### config.mk
export PLATFORM = sky130hd
export DESIGN_NAME = instruction_fetch
export DESIGN_NICKNAME = d
export VERILOG_FILES = /design/src/rtl/instruction_fetch.sv
export SDC_FILE = /design/constraint.sdc
export NUM_CORES = 1
export LEC_CHECK = 0
export ABC_AREA = 1
export BUFFER_PORTS_ARGS = -buffer_cell sky130_fd_sc_hd__clkbuf_2
export CAP_MARGIN = 0
export CORE_MARGIN = 2
export CORE_UTILIZATION = 36
export DETAILED_ROUTE_END_ITERATION = 6
export GPL_TIMING_DRIVEN = 0
export PLACE_DENSITY = 0.7
export SLEW_MARGIN = 10
export SYNTH_ARGS = -nofsm -noshare
export SYNTH_HDL_FRONTEND = slang
export SYNTH_SLANG_ARGS = --single-unit
### constraint.sdc
create_clock -name clk -period 1.7 [get_ports clk]
set_input_delay 0.085 -clock clk [delete_from_list [all_inputs] [get_ports clk]]
set_output_delay 0.085 -clock clk [all_outputs]
set_load 0.005 [all_outputs]
### src/rtl/instruction_fetch.sv
// Fetch stage: holds the PC and issues one instruction-memory read at a time.
// Each fetched word goes to decode through a single-entry valid/ready buffer.
module instruction_fetch #(
  parameter logic [31:0] RESET_PC = 32'h0000_0000
) (
  input  logic        clk,
  input  logic        rst_n,
  output logic        imem_req,
  output logic [31:0] imem_addr,
  input  logic        imem_ack,
  input  logic [31:0] imem_rdata,
  input  logic        redirect_valid,
  input  logic [31:0] redirect_pc,
  output logic [31:0] instruction,
  output logic [31:0] instruction_pc,
  output logic        instruction_valid,
  input  logic        instruction_ready,
  output logic        fetch_fault
);

  typedef enum logic [1:0] {
    IDLE  = 2'd0,
    FETCH = 2'd1,
    FLUSH = 2'd2
  } state_t;

  state_t      state;
  state_t      state_next;
  logic [31:0] pc;
  logic [31:0] req_addr;
  logic        req;
  logic [31:0] buf_data;
  logic [31:0] buf_pc;
  logic        buf_valid;
  logic        fault;

  logic        pop;
  logic        issue;
  logic        accept;

  assign pop    = buf_valid & instruction_ready;
  // A new request needs a quiet cycle: no redirect, no fault, and room in the buffer.
  assign issue  = (state == IDLE) & ~redirect_valid & ~fault & (~buf_valid | pop);
  // Only an ack in FETCH delivers data; a same-cycle redirect discards it.
  assign accept = (state == FETCH) & imem_ack & ~redirect_valid;

  // State register
  always_ff @(posedge clk or negedge rst_n) begin
    if (!rst_n) begin
      state <= IDLE;
    end else begin
      state <= state_next;
    end
  end

  // Next-state logic
  always_comb begin
    state_next = state;
    case (state)
      IDLE: begin
        if (issue) begin
          state_next = FETCH;
        end
      end
      FETCH: begin
        if (imem_ack) begin
          state_next = IDLE;
        end else if (redirect_valid) begin
          state_next = FLUSH;
        end
      end
      FLUSH: begin
        if (imem_ack) begin
          state_next = IDLE;
        end
      end
      default: state_next = IDLE;
    endcase
  end

  // Request flop tracks the next state so imem_req is a clean register output.
  always_ff @(posedge clk or negedge rst_n) begin
    if (!rst_n) begin
      req      <= 1'b0;
      req_addr <= RESET_PC;
    end else begin
      req <= (state_next != IDLE);
      if (issue) begin
        req_addr <= pc;
      end
    end
  end

  always_ff @(posedge clk or negedge rst_n) begin
    if (!rst_n) begin
      pc <= RESET_PC;
    end else if (redirect_valid) begin
      pc <= redirect_pc;
    end else if (accept) begin
      pc <= pc + 32'd4;
    end
  end

  // Output buffer: redirect squashes, fresh data loads, pop drains.
  always_ff @(posedge clk or negedge rst_n) begin
    if (!rst_n) begin
      buf_data  <= 32'd0;
      buf_pc    <= 32'd0;
      buf_valid <= 1'b0;
    end else if (redirect_valid) begin
      buf_valid <= 1'b0;
    end else if (accept) begin
      buf_data  <= imem_rdata;
      buf_pc    <= req_addr;
      buf_valid <= 1'b1;
    end else if (pop) begin
      buf_valid <= 1'b0;
    end
  end

  // Sticky until an aligned redirect arrives.
  always_ff @(posedge clk or negedge rst_n) begin
    if (!rst_n) begin
      fault <= 1'b0;
    end else if (redirect_valid) begin
      fault <= (redirect_pc[1:0] != 2'b00);
    end
  end

  // Output logic
  always_comb begin
    imem_req          = req;
    imem_addr         = req_addr;
    instruction       = buf_data;
    instruction_pc    = buf_pc;
    instruction_valid = buf_valid;
    fetch_fault       = fault;
  end

endmodule

* Word-level counts from Yosys, hierarchy flattened
Index checks and enable logic that the tools add are counted.
** Word-level totals
- Register bits after elaboration :: 133
- Word-level logic and storage cells :: 37
- Input bits :: 69
** Cells by class
- Mux-type cells :: 10
- $add $sub $neg :: 1
- Bitwise operators :: 10
- Reductions and logical operators :: 6
- Eq/ne operators :: 2
** Operators by type and width (number)
- 2-to-1 mux 32 bit :: 2
- adder 32 x 3 -> 32 bit (second input constant) :: 1
- 2-to-1 mux 2 bit :: 4
- AND 1 bit :: 6
- one-hot mux 2 bit (3 select lines) :: 1
- nonzero test 2 bit :: 3
- 2-to-1 mux 1 bit :: 3
- inverter 1 bit :: 3
- nonzero test 3 bit :: 1
- == test 2 x 1 -> 1 bit (second input constant) :: 1
- == test 2 bit (second input constant) :: 1
- zero test 2 bit :: 1
- AND reduction 2 bit :: 1
- bitwise OR 1 bit :: 1

* Logic depth before layout (Yosys ltp)
- Depth in word-level cells :: 7
- Depth in mapped cells :: 10
- Mapped depth without buffers :: 10

* Least setup slack after synthesis
Ideal clock, no wire load.
- Kind :: flip-flop to flip-flop
- Start :: register pc[3]
- End :: register pc[28]
- Clock period less this slack :: 1407 ps
- Buffers on the path :: 0
- Setup slack :: 293 ps
- Cell stages (with the launch flop) :: 11
- Data arrival time :: 1283 ps
- Path through :: dfrtp_1 -> ha_1 -> nand3_2 -> inv_1 -> nand2_1 -> nor2_2 -> nand2_1 -> nand2_1 -> nand2_1 -> nand2_1 -> nand3_1
** Between the ends
- Cells in the longest elaborated chain, start to end :: 3
** Ends and longest elaborated chain
- start, declared :: RTL line 29 : logic [31:0] pc;
- start signal, assigned :: RTL line 98 : pc <= redirect_pc;
- start signal, assigned :: RTL line 100 : pc <= pc + 32'd4;
- adder 32 x 3 -> 32 bit :: RTL line 100
- 2-to-1 mux 32 bit :: RTL line 99 : end else if (accept) begin
- 2-to-1 mux 32 bit :: RTL line 97 : end else if (redirect_valid) begin
No other way between the ends. The select of a mux whose other input is x is not followed.
A chain may end at the register's enable or synchronous reset.

* Worst setup path in the final report
- Start :: register pc[2]
- End :: register pc[28]
The elaborated chain is that of the path after synthesis.

==> impl_metrics.json <==
{
  "status": "completed",
  "routedWlPerCell_um": 14.7,
  "cts_sinks": 133,
  "drc": 0,
  "synth_cell_types": 27,
  "cp.required_ns": 2.00,
  "antenna_found_initial": 0,
  "vias_per_cell": 4.64,
  "slowest_stage": "dfrtp_1",
  "grt_pass1_vias": 5673,
  "yosys_warnings": 0,
  "final_area_um2": 8470,
  "drt_iter0_markers": 320,
  "synth-edff-count": 0,
  "seq_area_frac_synth": 0.551,
  "cts_made_buffers": 17,
  "setup_ws_ns": 0.104,
  "p_switching_mw": 3.40,
  "worst-path-buf-inv": 1,
  "first_pass_iters": 5,
  "worstSetupStartpointType": "flop",
  "final_layout_size_suffix_gt1_frac": 0.245,
  "chipWidth_um": 134,
  "crit_top_cell": "nand2_1",
  "post_dp_cell_area_um2": 7180,
  "synth_area_leaders": "dfrtp_1 55%, nand2_1 23%, nand3_1 3.4%",
  "synth-seq-cells": 133,
  "worst_slew_pin_slew_ns": 0.665,
  "ant_nets": 0,
  "core_um2": 16500,
  "finalSetupTns_ns": 0,
  "insertion_delay_ns": 0.42,
  "placementRows": 47,
  "pre_cts_slack_ns": -0.0608,
  "port_buffers": 166,
  "clock_path_buffers": 2,
  "seq_area_um2": 3330,
  "routed_wirelength_um": 18200,
  "comb_power_share": 0.223,
  "finalClockSkew_ns": 0.0117,
  "stdcell_count": 1238,
  "grtUsageTotal": 0.210,
  "syn2layout_area_growth_pct": 40.3,
  "syn_area_um2": 6040,
  "yosysTopAreaCellShare": 0.551,
  "seq_power_share": 0.423,
  "final_max_slew_viol_count": 0,
  "final-hold-violation-count": 0,
  "gp_congestion": 0.962,
  "io_pins": 168,
  "via_count": 5750,
  "drv_cap": 0,
  "fin_crit_sh": 0.939,
  "clkTransAtPathRegs_ns": 0.06,
  "cts_htree_levels": 4,
  "synthCells": 755,
  "async_flop_share": 1.00,
  "post_cts_buffers": 0,
  "place_inst": 1142,
  "p_per_area_nw_per_um2": 1330,
  "switching_share": 0.303,
  "grt_max_degree": 101,
  "clockPowerShare": 0.354,
  "grt_pass1_wl_um": 29000,
  "crit_fanout": 6,
  "max_freq_mhz": 627,
  "finalNetCount": 1075,
  "finalSetupViolCount": 0,
  "root_buffer": "clkbuf_16",
  "dieArea_um2": 17800,
  "p_int_mw": 7.84,
  "min_period_ns": 1.60,
  "fin_hold_ws_ns": 0.0358,
  "hold_path.class": "in -> reg",
  "cp.arrival_ns": 1.90,
  "overflow": 0,
  "synth_fp_nets": 825,
  "yosysTopAreaCell": "dfrtp_1",
  "criticalPathCategory": "reg -> reg",
  "dp_hpwl_um": 12700,
  "n_fill_cell": 1602,
  "cts_tree": "built",
  "p_leak_nw": 4.51,
  "initial_core_util": 0.367,
  "cpLargestDelayFamily": "simple AND/OR/NAND/NOR gates",
  "rsz0062_at_grt": "yes",
  "die_y_um": 134,
  "ir_drop_uv": 709,
  "max_slew_margin": 0.557,
  "critPathMaxStageDelay_ns": 0.42,
  "cp-end-kind": "flop",
  "insertedDiodeCount": 0,
  "synth_top_flop_cell": "dfrtp_1",
  "avgSynthCellArea_um2": 8.00,
  "path_cells": "ha_4 > nand3_2 > inv_1 > nand2_1 > nor2_2 > nand2_1 > nand2_1 > nand2_1 > nand2_1 > nand3_1",
  "multi_input_area_um2": 2400
}
==> routing by layer <==
metal | part of all wire | vias to the layer above | track usage
met2 | 0.48 | 181 | 0.342
met4 | 0.016 | 0 | 0.0686
met5 | 0 | - | 0
met1 | 0.44 | 2697 | 0.278
met3 | 0.061 | 24 | 0.0495
li1 | - | 2848 | -
==> logic make-up after synthesis <==
| group | share of synthesized area |
|---|---|
| fa+ha+maj | 0.00207 |
| compound gates | 0.0458 |
| simple gates | 0.322 |
| buf+inv | 0.0526 |
| mux | 0.0131 |
| xor+xnor | 0.0131 |
| flops | 0.551 |
==> worst min-delay path: cells and delay by family <==
kind          cells  cell delay, ns
buf+inv           1            0.13
simple gates      3            0.19
==> worst paths after layout <==
kind                       slack, ns               from                 end  depth (start not counted)
max                             0.10              pc[2]              pc[28]                         10
min                             0.04           imem_ack            state[0]                          4
max reg2reg                     0.10              pc[2]              pc[28]                         10
min reg2reg                     0.48  instruction_pc[9]   instruction_pc[9]                          2
min in group asynchronous       0.14              rst_n  instruction_pc[10]                          2
max in group asynchronous       0.79              rst_n  instruction_pc[28]                          3
==> registers in the layout, indices dropped and copies added, names as in the netlist <==
name               count
imem_req               1
instruction_pc        32
instruction           32
instruction_valid      1
pc                    32
fetch_fault            1
state                  2
imem_addr             32
==> cells in the mapped netlist (3+ instances only) <==
cell type	count
nand3_2	3
nor2_2	7
nand2_2	5
nand3_1	41
buf_2	14
xor2_1	9
o211ai_1	5
nand2_1	372
buf_4	5
clkbuf_1	10
inv_1	43
dfrtp_1	133
mux2_2	7
o21ai_0	38
nor2_4	5
nor2_1	44
==> power groups by stage <==
stage / combinational (mW) / clock (mW) / sequential, mW
global placement: 2.32 / 0 / 4.78
finish: 2.51 / 3.98 / 4.76
detailed placement: 2.39 / 0 / 4.79
global route: 2.84 / 4.20 / 4.88
floorplan: 1.03 / 0 / 4.77
CTS: 2.52 / 4.06 / 4.75
==> area by class of cell <==
type | count | share of cell area
inverter | 45 | 0.0199
buffer | 30 | 0.0176
clock buffer | 19 | 0.0523
multi-input combinational | 547 | 0.284
sequential | 133 | 0.393
clock inverter | 13 | 0.0230
timing repair buffer | 231 | 0.178
tap | 220 | 0.0325
==> per-stage QoR <==
stage | power, mW | util
4_1_cts | 11.3 | 0.514
3_3_place_gp | 7.09 | 0.434
6_report | 11.2 | 0.515
2_1_floorplan | 5.80 | -
5_1_grt | 11.9 | 0.515
3_5_place_dp | 7.18 | 0.436
==> repair_timing <==
item	in CTS	in global routing
resized for setup	1	3
hold buffers	64	0
endpoints found under the hold margin	98	0
setup endpoints to repair	5	7
==> cell usage in the layout, fill, tap and decap left out, types with 7 or more instances in the layout <==
cell type / synthesis / routed
o21ai_0: 38 / 38
clkbuf_2: 0 / 165
nand2_1: 372 / 372
clkbuf_1: 10 / 11
mux2_2: 7 / 7
nand3_1: 41 / 41
clkbuf_16: 0 / 17
dfrtp_1: 133 / 132
buf_2: 14 / 14
xor2_1: 9 / 9
inv_1: 43 / 42
dlygate4sd3_1: 0 / 64
nor2_1: 44 / 44
nor2_2: 7 / 7
Note: power is estimated with default switching activity, not from simulation.
